File: config.mk
export PLATFORM = sky130hd
export DESIGN_NAME = apple_gen
export DESIGN_NICKNAME = d
export VERILOG_FILES = /design/src/rtl/apple_gen.sv
export SDC_FILE = /design/constraint.sdc
export NUM_CORES = 1
export LEC_CHECK = 0
export CAP_MARGIN = 20
export CORE_AREA = 2 2 52 90
export DETAILED_ROUTE_END_ITERATION = 10
export DIE_AREA = 0 0 54 92
export PLACE_DENSITY = 0.7
export SYNTH_ARGS = -nofsm -noshare
export SYNTH_HDL_FRONTEND = slang
export SYNTH_SLANG_ARGS = --single-unit
export TNS_END_PERCENT = 5
File: constraint.sdc
create_clock -name CLK_50M -period 5.2 [get_ports CLK_50M]
set_clock_uncertainty 0.2 [all_clocks]
set_input_delay 0.78 -clock CLK_50M [delete_from_list [all_inputs] [get_ports CLK_50M]]
set_output_delay 0.78 -clock CLK_50M [all_outputs]
set_load 0.005 [all_outputs]
File: src/rtl/apple_gen.sv
// Apple placement and eat detection for the snake game.
// Define APPLE_OCC_CHECK_EN to query the body map before placing an apple.
module apple_gen #(
    parameter int GRID_W    = 40,
    parameter int GRID_H    = 30,
    parameter int X_BITS    = 6,
    parameter int Y_BITS    = 5,
    parameter int PULSE_CYC = 4
) (
    input  logic              CLK_50M,
    input  logic              RSTn,
    input  logic              game_run,
    input  logic              move_tick,
    input  logic [X_BITS-1:0] head_x,
    input  logic [Y_BITS-1:0] head_y,
    output logic              occ_req,
    output logic [X_BITS-1:0] occ_x,
    output logic [Y_BITS-1:0] occ_y,
    input  logic              occ_ack,
    input  logic              occ_hit,
    output logic [X_BITS-1:0] apple_x,
    output logic [Y_BITS-1:0] apple_y,
    output logic              apple_valid,
    output logic              add_cube
);

    localparam int CNT_W = (PULSE_CYC > 1) ? $clog2(PULSE_CYC) : 1;
    // One extra bit so a grid edge equal to 2**X_BITS still compares correctly.
    localparam logic [X_BITS:0] GRID_W_C = GRID_W[X_BITS:0];
    localparam logic [Y_BITS:0] GRID_H_C = GRID_H[Y_BITS:0];

    typedef enum logic [1:0] {GEN, QUERY, ACTIVE, EAT} state_t;

    state_t             state, state_nxt;
    logic [15:0]        lfsr;
    logic [CNT_W-1:0]   cnt;
    logic [X_BITS-1:0]  cand_x;
    logic [Y_BITS-1:0]  cand_y;
    logic               cand_ok;
    logic               eat_hit;
    logic               place;

    assign cand_x  = lfsr[X_BITS-1:0];
    assign cand_y  = lfsr[X_BITS+Y_BITS-1:X_BITS];
    assign cand_ok = ({1'b0, cand_x} < GRID_W_C) && ({1'b0, cand_y} < GRID_H_C) &&
                     !((cand_x == head_x) && (cand_y == head_y));
    assign eat_hit = move_tick && game_run && (head_x == apple_x) && (head_y == apple_y);

    // Free-running; taps 16,14,13,11 give a maximal sequence that never hits 0.
    always_ff @(posedge CLK_50M or negedge RSTn) begin
        if (!RSTn) lfsr <= 16'hACE1;
        else       lfsr <= {lfsr[14:0], lfsr[15] ^ lfsr[13] ^ lfsr[12] ^ lfsr[10]};
    end

    always_ff @(posedge CLK_50M or negedge RSTn) begin
        if (!RSTn) state <= GEN;
        else       state <= state_nxt;
    end

    always_comb begin
        state_nxt = state;
        case (state)
            GEN: begin
`ifdef APPLE_OCC_CHECK_EN
                if (cand_ok) state_nxt = QUERY;
`else
                if (cand_ok) state_nxt = ACTIVE;
`endif
            end
`ifdef APPLE_OCC_CHECK_EN
            QUERY: begin
                if (occ_ack) state_nxt = occ_hit ? GEN : ACTIVE;
            end
`endif
            ACTIVE: begin
                if (eat_hit) state_nxt = EAT;
            end
            EAT: begin
                if (cnt == '0) state_nxt = GEN;
            end
            default: state_nxt = GEN;
        endcase
    end

    always_comb begin
        add_cube    = (state == EAT);
        apple_valid = (state == ACTIVE);
`ifdef APPLE_OCC_CHECK_EN
        occ_req     = (state == QUERY);
`else
        occ_req     = 1'b0;
`endif
    end

`ifdef APPLE_OCC_CHECK_EN
    assign place = (state == QUERY) && occ_ack && !occ_hit;
`else
    logic unused_occ;
    assign unused_occ = occ_ack ^ occ_hit;
    assign place      = (state == GEN) && cand_ok;
`endif

    always_ff @(posedge CLK_50M or negedge RSTn) begin
        if (!RSTn) begin
            occ_x <= '0;
            occ_y <= '0;
        end else if ((state == GEN) && cand_ok) begin
            occ_x <= cand_x;
            occ_y <= cand_y;
        end
    end

    always_ff @(posedge CLK_50M or negedge RSTn) begin
        if (!RSTn) begin
            apple_x <= '0;
            apple_y <= '0;
        end else if (place) begin
`ifdef APPLE_OCC_CHECK_EN
            apple_x <= occ_x;
            apple_y <= occ_y;
`else
            apple_x <= cand_x;
            apple_y <= cand_y;
`endif
        end
    end

    // Pulse length counter: loaded on the eat, EAT ends when it reaches 0.
    always_ff @(posedge CLK_50M or negedge RSTn) begin
        if (!RSTn)
            cnt <= '0;
        else if ((state == ACTIVE) && eat_hit)
            cnt <= CNT_W'(PULSE_CYC - 1);
        else if ((state == EAT) && (cnt != '0))
            cnt <= cnt - 1'b1;
    end

endmodule

==> flow_metrics.py, run 1 <==
metrics = {
    "critical_path": {
        "crit_fanout": 25,
        "cpPeakStageDelay_ns": 0.78,
        "crit_path_top_delay_cell": "dfrtp_1",
        "cp-start-kind": "flop",
        "path_cells": "nor2b_1 -> clkdlybuf4s50_1",
        "worstSetupPathType": "reg -> out",
        "crit_arrival_ns": 1.84,
        "crit_required_ns": 4.22,
        "reg2reg_depth": 4,
        "cp-end-kind": "primary output",
        "reg2reg_slack_ns": 2.81,
    },
    "detailed_routing": {
        "route.vias.total": 1494,
        "postRouteWirelength_um": 4740,
        "ant_nets": 0,
        "routedWlPerCell_um": 19.0,
        "dr.pass1.iters": 4,
        "viasPerCell": 5.98,
        "drc": 0,
        "initialDrtViolationCount": 51,
    },
    "run": {
        "maxCapViolations": 0,
    },
    "yosys": {
        "syn_nets": 193,
        "postSynthCellCount": 175,
        "ys_warn_count": 0,
        "ys_types": 30,
        "synth_enable_flop_cells": 0,
        "yosys.area.top_type_share": 0.317,
        "seq_area_frac_synth": 0.432,
        "synth-main-ff-cell": "dfrtp_1",
        "async_flop_share": 1.00,
        "yosysTopAreaCell": "dfrtp_1",
        "ys_top_cells_by_area": "dfrtp_1 (32%), dfstp_2 (12%), xnor2_1 (6.7%)",
        "ys_ff_latch": 31,
        "post_synth_instance_area_um2": 1820,
        "syn_area_per_cell_um2": 10.4,
    },
    "timing": {
        "min_period_ns": 2.82,
        "hold_viol_final": 0,
        "slew_viol_final": 0,
        "timing.setup.tns_ns": 0,
        "max_freq_ghz": 0.355,
        "finalCritPeriodShare": 0.542,
        "setup_viol": 0,
        "rsz0062_at_grt": "no",
        "tightest_slew_ns": 0.804,
        "relSlewSlack": 0.464,
    },
    "clock_tree": {
        "h-tree-depth": 2,
        "clk_pin_slew_ns": 0.07,
        "clk_latency_ns": 0.29,
        "cts_buffer_depth": 2,
        "cts_hold_buffers": 0,
        "cts_root_buf": "clkbuf_8",
        "cts_setup_buffers": 0,
        "numCtsBuffers": 5,
        "cts_resized": 0,
        "cts.sink_count": 31,
        "cts_tree": "done",
    },
    "global_routing": {
        "grt_usage": 0.216,
        "grt_pass1_vias": 1551,
        "grt_pass1_wl_um": 7710,
        "globalRoute.totalOverflow": 0,
        "grt_max_degree": 32,
        "antenna_found_initial": 0,
    },
    "power": {
        "irDropWorstVdd_mv": 0.269,
        "power_leakage_nw": 0.917,
        "p_per_area_nw_per_um2": 232,
    },
    "min_path": {
        "hold_class": "reg -> reg",
        "hold-path-cell-count": 0,
    },
    "outcome": {
        "run_status": "finished, final reports clean",
    },
    "floorplan": {
        "die_w_um": 54,
        "core_area_um2": 4320,
        "io_pins": 42,
        "start_util": 0.420,
        "dieHeight_um": 92,
        "row_count": 32,
        "die_area_um2": 4970,
    },
    "layout": {
        "fin_nets": 216,
        "area_growth_pct": 24.4,
        "antenna_cells": 0,
        "fin_cells": 250,
        "final_common_cell": "clkdlybuf4s50_1",
        "layout_common_cells": "clkdlybuf4s50_1 (38), dfrtp_1 (23), xnor2_1 (14), nand4_1 (14), xor2_1 (12)",
        "layout-drive-gt1-share": 0.121,
    },
    "place": {
        "gp_congestion": 0.775,
        "dp_hpwl_um": 3190,
        "place.port_buffers": 38,
        "dp.cells": 242,
    },
}
-- stage by stage --
| step | instance area (um^2) | util | setup WS, ns | total power [W] | hold slack (ns) |
|---|---|---|---|---|---|
| after global placement | 2130 | 0.493 | 2.06 | 0.000280 | 0.142 |
| after floorplan | 1820 | - | 3.11 | 0.000259 | 0.133 |
| after CTS | 2260 | 0.523 | 2.39 | 0.000530 | 0.179 |
| after detailed placement | 2140 | 0.496 | 2.46 | 0.000281 | 0.152 |
| final | 2260 | 0.523 | 2.38 | 0.000525 | 0.186 |
| after global routing | 2260 | 0.523 | 2.27 | 0.000547 | 0.185 |
-- worst paths after layout --
path                                from           to
worst max-delay path            state[1]  apple_valid
worst max register to register   lfsr[5]   apple_x[5]
worst min register to register  lfsr[14]     lfsr[15]
worst min-delay path            lfsr[14]     lfsr[15]
min in group asynchronous           RSTn   apple_y[0]
max in group asynchronous           RSTn     lfsr[15]
-- layout make-up --
| class | instances | area (um^2) |
|---|---|---|
| Fill cell | 425 | 2060 |
| Clock buffer | 6 | 82.6 |
| Tap cell | 51 | 63.8 |
| Multi-Input combinational cell | 116 | 873 |
| Clock inverter | 2 | 35.0 |
| Sequential cell | 31 | 786 |
| Inverter | 2 | 7.51 |
| Timing Repair Buffer | 42 | 414 |
-- registers in the layout, indices dropped and copies added (netlist names) --
signal,cells
apple_x,6
state,2
lfsr,16
cnt,2
apple_y,5
-- synthesized netlist by cell type (2+ instances only) --
cell type	number
nand3_1	11
nand4_1	14
xor2_1	12
a211o_1	11
nor4_2	2
xnor2_1	14
nand2_1	6
buf_2	5
o31a_1	11
dfstp_2	8
clkbuf_1	8
o41ai_1	11
dfrtp_1	23
inv_1	2
buf_4	12
nand2b_1	11
-- critical path, delay by kind of cell, from the launching register on --
family,cells,cell delay (ns)
flops,1,0.78
buf+inv,1,0.52
simple gates,1,0.24
-- power by group --
part           internal [W]  switching, W
registers          0.000242   0.000000128
clock network      0.000155     0.0000924
logic             0.0000167     0.0000189
-- cells by family (layout without fill, tap and decap cells) --
family | count (synthesis) | in the layout | share of synthesized area
fa+ha+maj | 1 | 1 | 0.00688
buf+inv | 28 | 52 | 0.0902
simple gates | 52 | 52 | 0.173
flops | 31 | 31 | 0.432
other cells | 1 | 1 | 0.00206
xor+xnor | 26 | 26 | 0.125
compound gates | 36 | 36 | 0.170
-- metal layers --
layer	global-route usage	routed length, um	share of wire	up-vias
met5	0	0	0	-
met4	0.140	203	0.043	0
met3	0.0537	254	0.054	14
met2	0.342	2540	0.54	68
met1	0.247	1750	0.37	731
li1	-	-	-	681
(Power assumes the default switching activity.)
==> run 2: changes to the inputs <==
--- a/config.mk
+++ b/config.mk
@@ -9,7 +9,7 @@
 export CORE_AREA = 2 2 52 90
 export DETAILED_ROUTE_END_ITERATION = 10
 export DIE_AREA = 0 0 54 92
-export PLACE_DENSITY = 0.7
+export PLACE_DENSITY = 0.73
 export SYNTH_ARGS = -nofsm -noshare
 export SYNTH_HDL_FRONTEND = slang
 export SYNTH_SLANG_ARGS = --single-unit
==> constraint.sdc (replaced) <==
create_clock -name CLK_50M -period 2.55 [get_ports CLK_50M]
set_clock_uncertainty 0.2 [all_clocks]
set_input_delay 0.3825 -clock CLK_50M [delete_from_list [all_inputs] [get_ports CLK_50M]]
set_output_delay 0.3825 -clock CLK_50M [all_outputs]
set_load 0.005 [all_outputs]
==> run 2 against run 1 <==
Via count fell by 0.40%. Clock power rose by 49%. Final area fell by 0.44%. Utilization fell by 0.23 points. Sequential cell count did not move. Combinational power rose by 100%. Worst hold slack got worse by 0.032 ns. Critical path depth did not move. Global-route usage fell by 2.9 points.
==> flow_metrics.py, run 2 (same netlist as run 1, synthesis figures left out) <==
metrics = {
    "global_routing": {
        "globalRoute.totalOverflow": 0,
        "use_met1": 0.224,
        "grt_pass1_wl_um": 6770,
        "grt_max_degree": 32,
        "grt_usage": 0.188,
        "gr-max-usage-layer": "met2",
        "use_met3": 0.0375,
        "antenna_found_initial": 0,
        "gr-usage-met2": 0.308,
        "grt_pass1_vias": 1385,
    },
    "detailed_routing": {
        "initialDrtViolationCount": 27,
        "dr.pass1.iters": 4,
        "postRouteWirelength_um": 4210,
        "viasPerCell": 5.86,
        "ant_nets": 0,
        "drc": 0,
        "route.vias.total": 1488,
        "routedWlPerCell_um": 16.6,
    },
    "layout": {
        "layout-drive-gt1-share": 0.128,
        "largest_reg_flops": 16,
        "fin_nets": 220,
        "fin_cells": 254,
        "layout_common_cells": "clkdlybuf4s50_1 (38), dfrtp_1 (23), xnor2_1 (14), nand4_1 (14), xor2_1 (12)",
        "design_area_um2": 2250,
        "reg_top3": "lfsr (16), apple_x (6), apple_y (5)",
        "area_growth_pct": 23.9,
        "max_flop_register": "lfsr",
        "antenna_cells": 0,
        "final_common_cell": "clkdlybuf4s50_1",
    },
    "floorplan": {
        "core_area_um2": 4320,
        "die_w_um": 54,
        "row_count": 32,
        "start_util": 0.420,
        "io_pins": 42,
        "die_area_um2": 4970,
        "dieHeight_um": 92,
    },
    "critical_path": {
        "reg2reg_slack_ns": 0.56,
        "cp-start-kind": "flop",
        "rr_endpoint": "apple_y[2]",
        "worstSetupPathType": "reg -> out",
        "r2r_start": "lfsr[8]",
        "crit_path_start": "state[0]",
        "crit_arrival_ns": 1.69,
        "cp-end-kind": "primary output",
        "crit_required_ns": 1.97,
        "reg2reg_depth": 5,
        "crit_fanout": 15,
    },
    "place": {
        "place.port_buffers": 38,
        "gp_congestion": 0.786,
        "dp.cells": 246,
        "dp_hpwl_um": 2900,
        "dpl_cell_area_um2": 2170,
    },
    "min_path": {
        "hold-path-cell-count": 0,
        "hold_class": "reg -> reg",
        "worstHoldStart": "lfsr[14]",
        "whs_endpoint": "lfsr[15]",
    },
    "timing": {
        "finalCritPeriodShare": 0.890,
        "hold_viol_final": 0,
        "hold_ws_ns": 0.154,
        "min_period_ns": 2.27,
        "relSlewSlack": 0.645,
        "slew_viol_final": 0,
        "timing.setup.tns_ns": 0,
        "rsz0062_at_grt": "no",
        "max_freq_ghz": 0.441,
        "tightest_slew_ns": 0.532,
        "setup_viol": 0,
    },
    "clock_tree": {
        "cts_hold_buffers": 0,
        "cts_buffer_depth": 2,
        "cts.sink_count": 31,
        "clk_latency_ns": 0.28,
        "numCtsBuffers": 5,
        "h-tree-depth": 2,
        "cts_setup_buffers": 0,
        "cts_resized": 0,
        "cts_root_buf": "clkbuf_8",
        "cts_tree": "done",
        "clk_pin_slew_ns": 0.06,
    },
    "power": {
        "p_per_area_nw_per_um2": 414,
        "total_power_w": 0.000933,
        "power_leakage_nw": 0.917,
        "irDropWorstVdd_mv": 0.267,
    },
    "run": {
        "maxCapViolations": 0,
    },
    "outcome": {
        "run_status": "finished, final reports clean",
    },
}
==> run 2: critical path: stages, from the launching register on <==
cell             delay, ns
dfrtp_1               0.68
and2_1                0.23
clkdlybuf4s50_1       0.50
==> run 2: how the worst max path moves through the flow <==
stage / to / slack, ns / cells after the start
6_report: add_cube / 0.28 / 2
5_1_grt: add_cube / 0.24 / 2
4_1_cts: add_cube / 0.30 / 2
3_5_place_dp: state[1] / 0.34 / 6
3_3_place_gp: state[1] / 0.39 / 6
2_1_floorplan: apple_x[0] / 0.76 / 6
==> run 2: power by group <==
group / total [W] / internal [W] / switching [W]
combinational: 0.0000718 / 0.0000343 / 0.0000375
sequential: 0.000493 / 0.000493 / 0.000000264
clock: 0.000368 / 0.000191 / 0.000177
==> run 2: layer usage <==
metal  routed length [um]  vias to the layer above
met5                    0                        -
met4                   97                        0
met3                  200                        9
met2                 2220                       49
met1                 1690                      746
li1                     -                      684
==> run 2: metrics by stage <==
step,utilization,setup WS (ns)
after floorplan,-,0.760
after global placement,0.502,0.393
after detailed placement,0.502,0.344
after CTS,0.521,0.305
after global routing,0.521,0.238
final,0.521,0.281
==> run 2: area by class of cell <==
class | instances | area [um^2]
clock buffers | 7 | 76.3
clock inverters | 1 | 5.00
fillers | 408 | 2070
inverters | 2 | 7.51
multi-input cells | 116 | 873
flip-flops and latches | 31 | 786
well taps | 51 | 63.8
repair buffers | 46 | 440
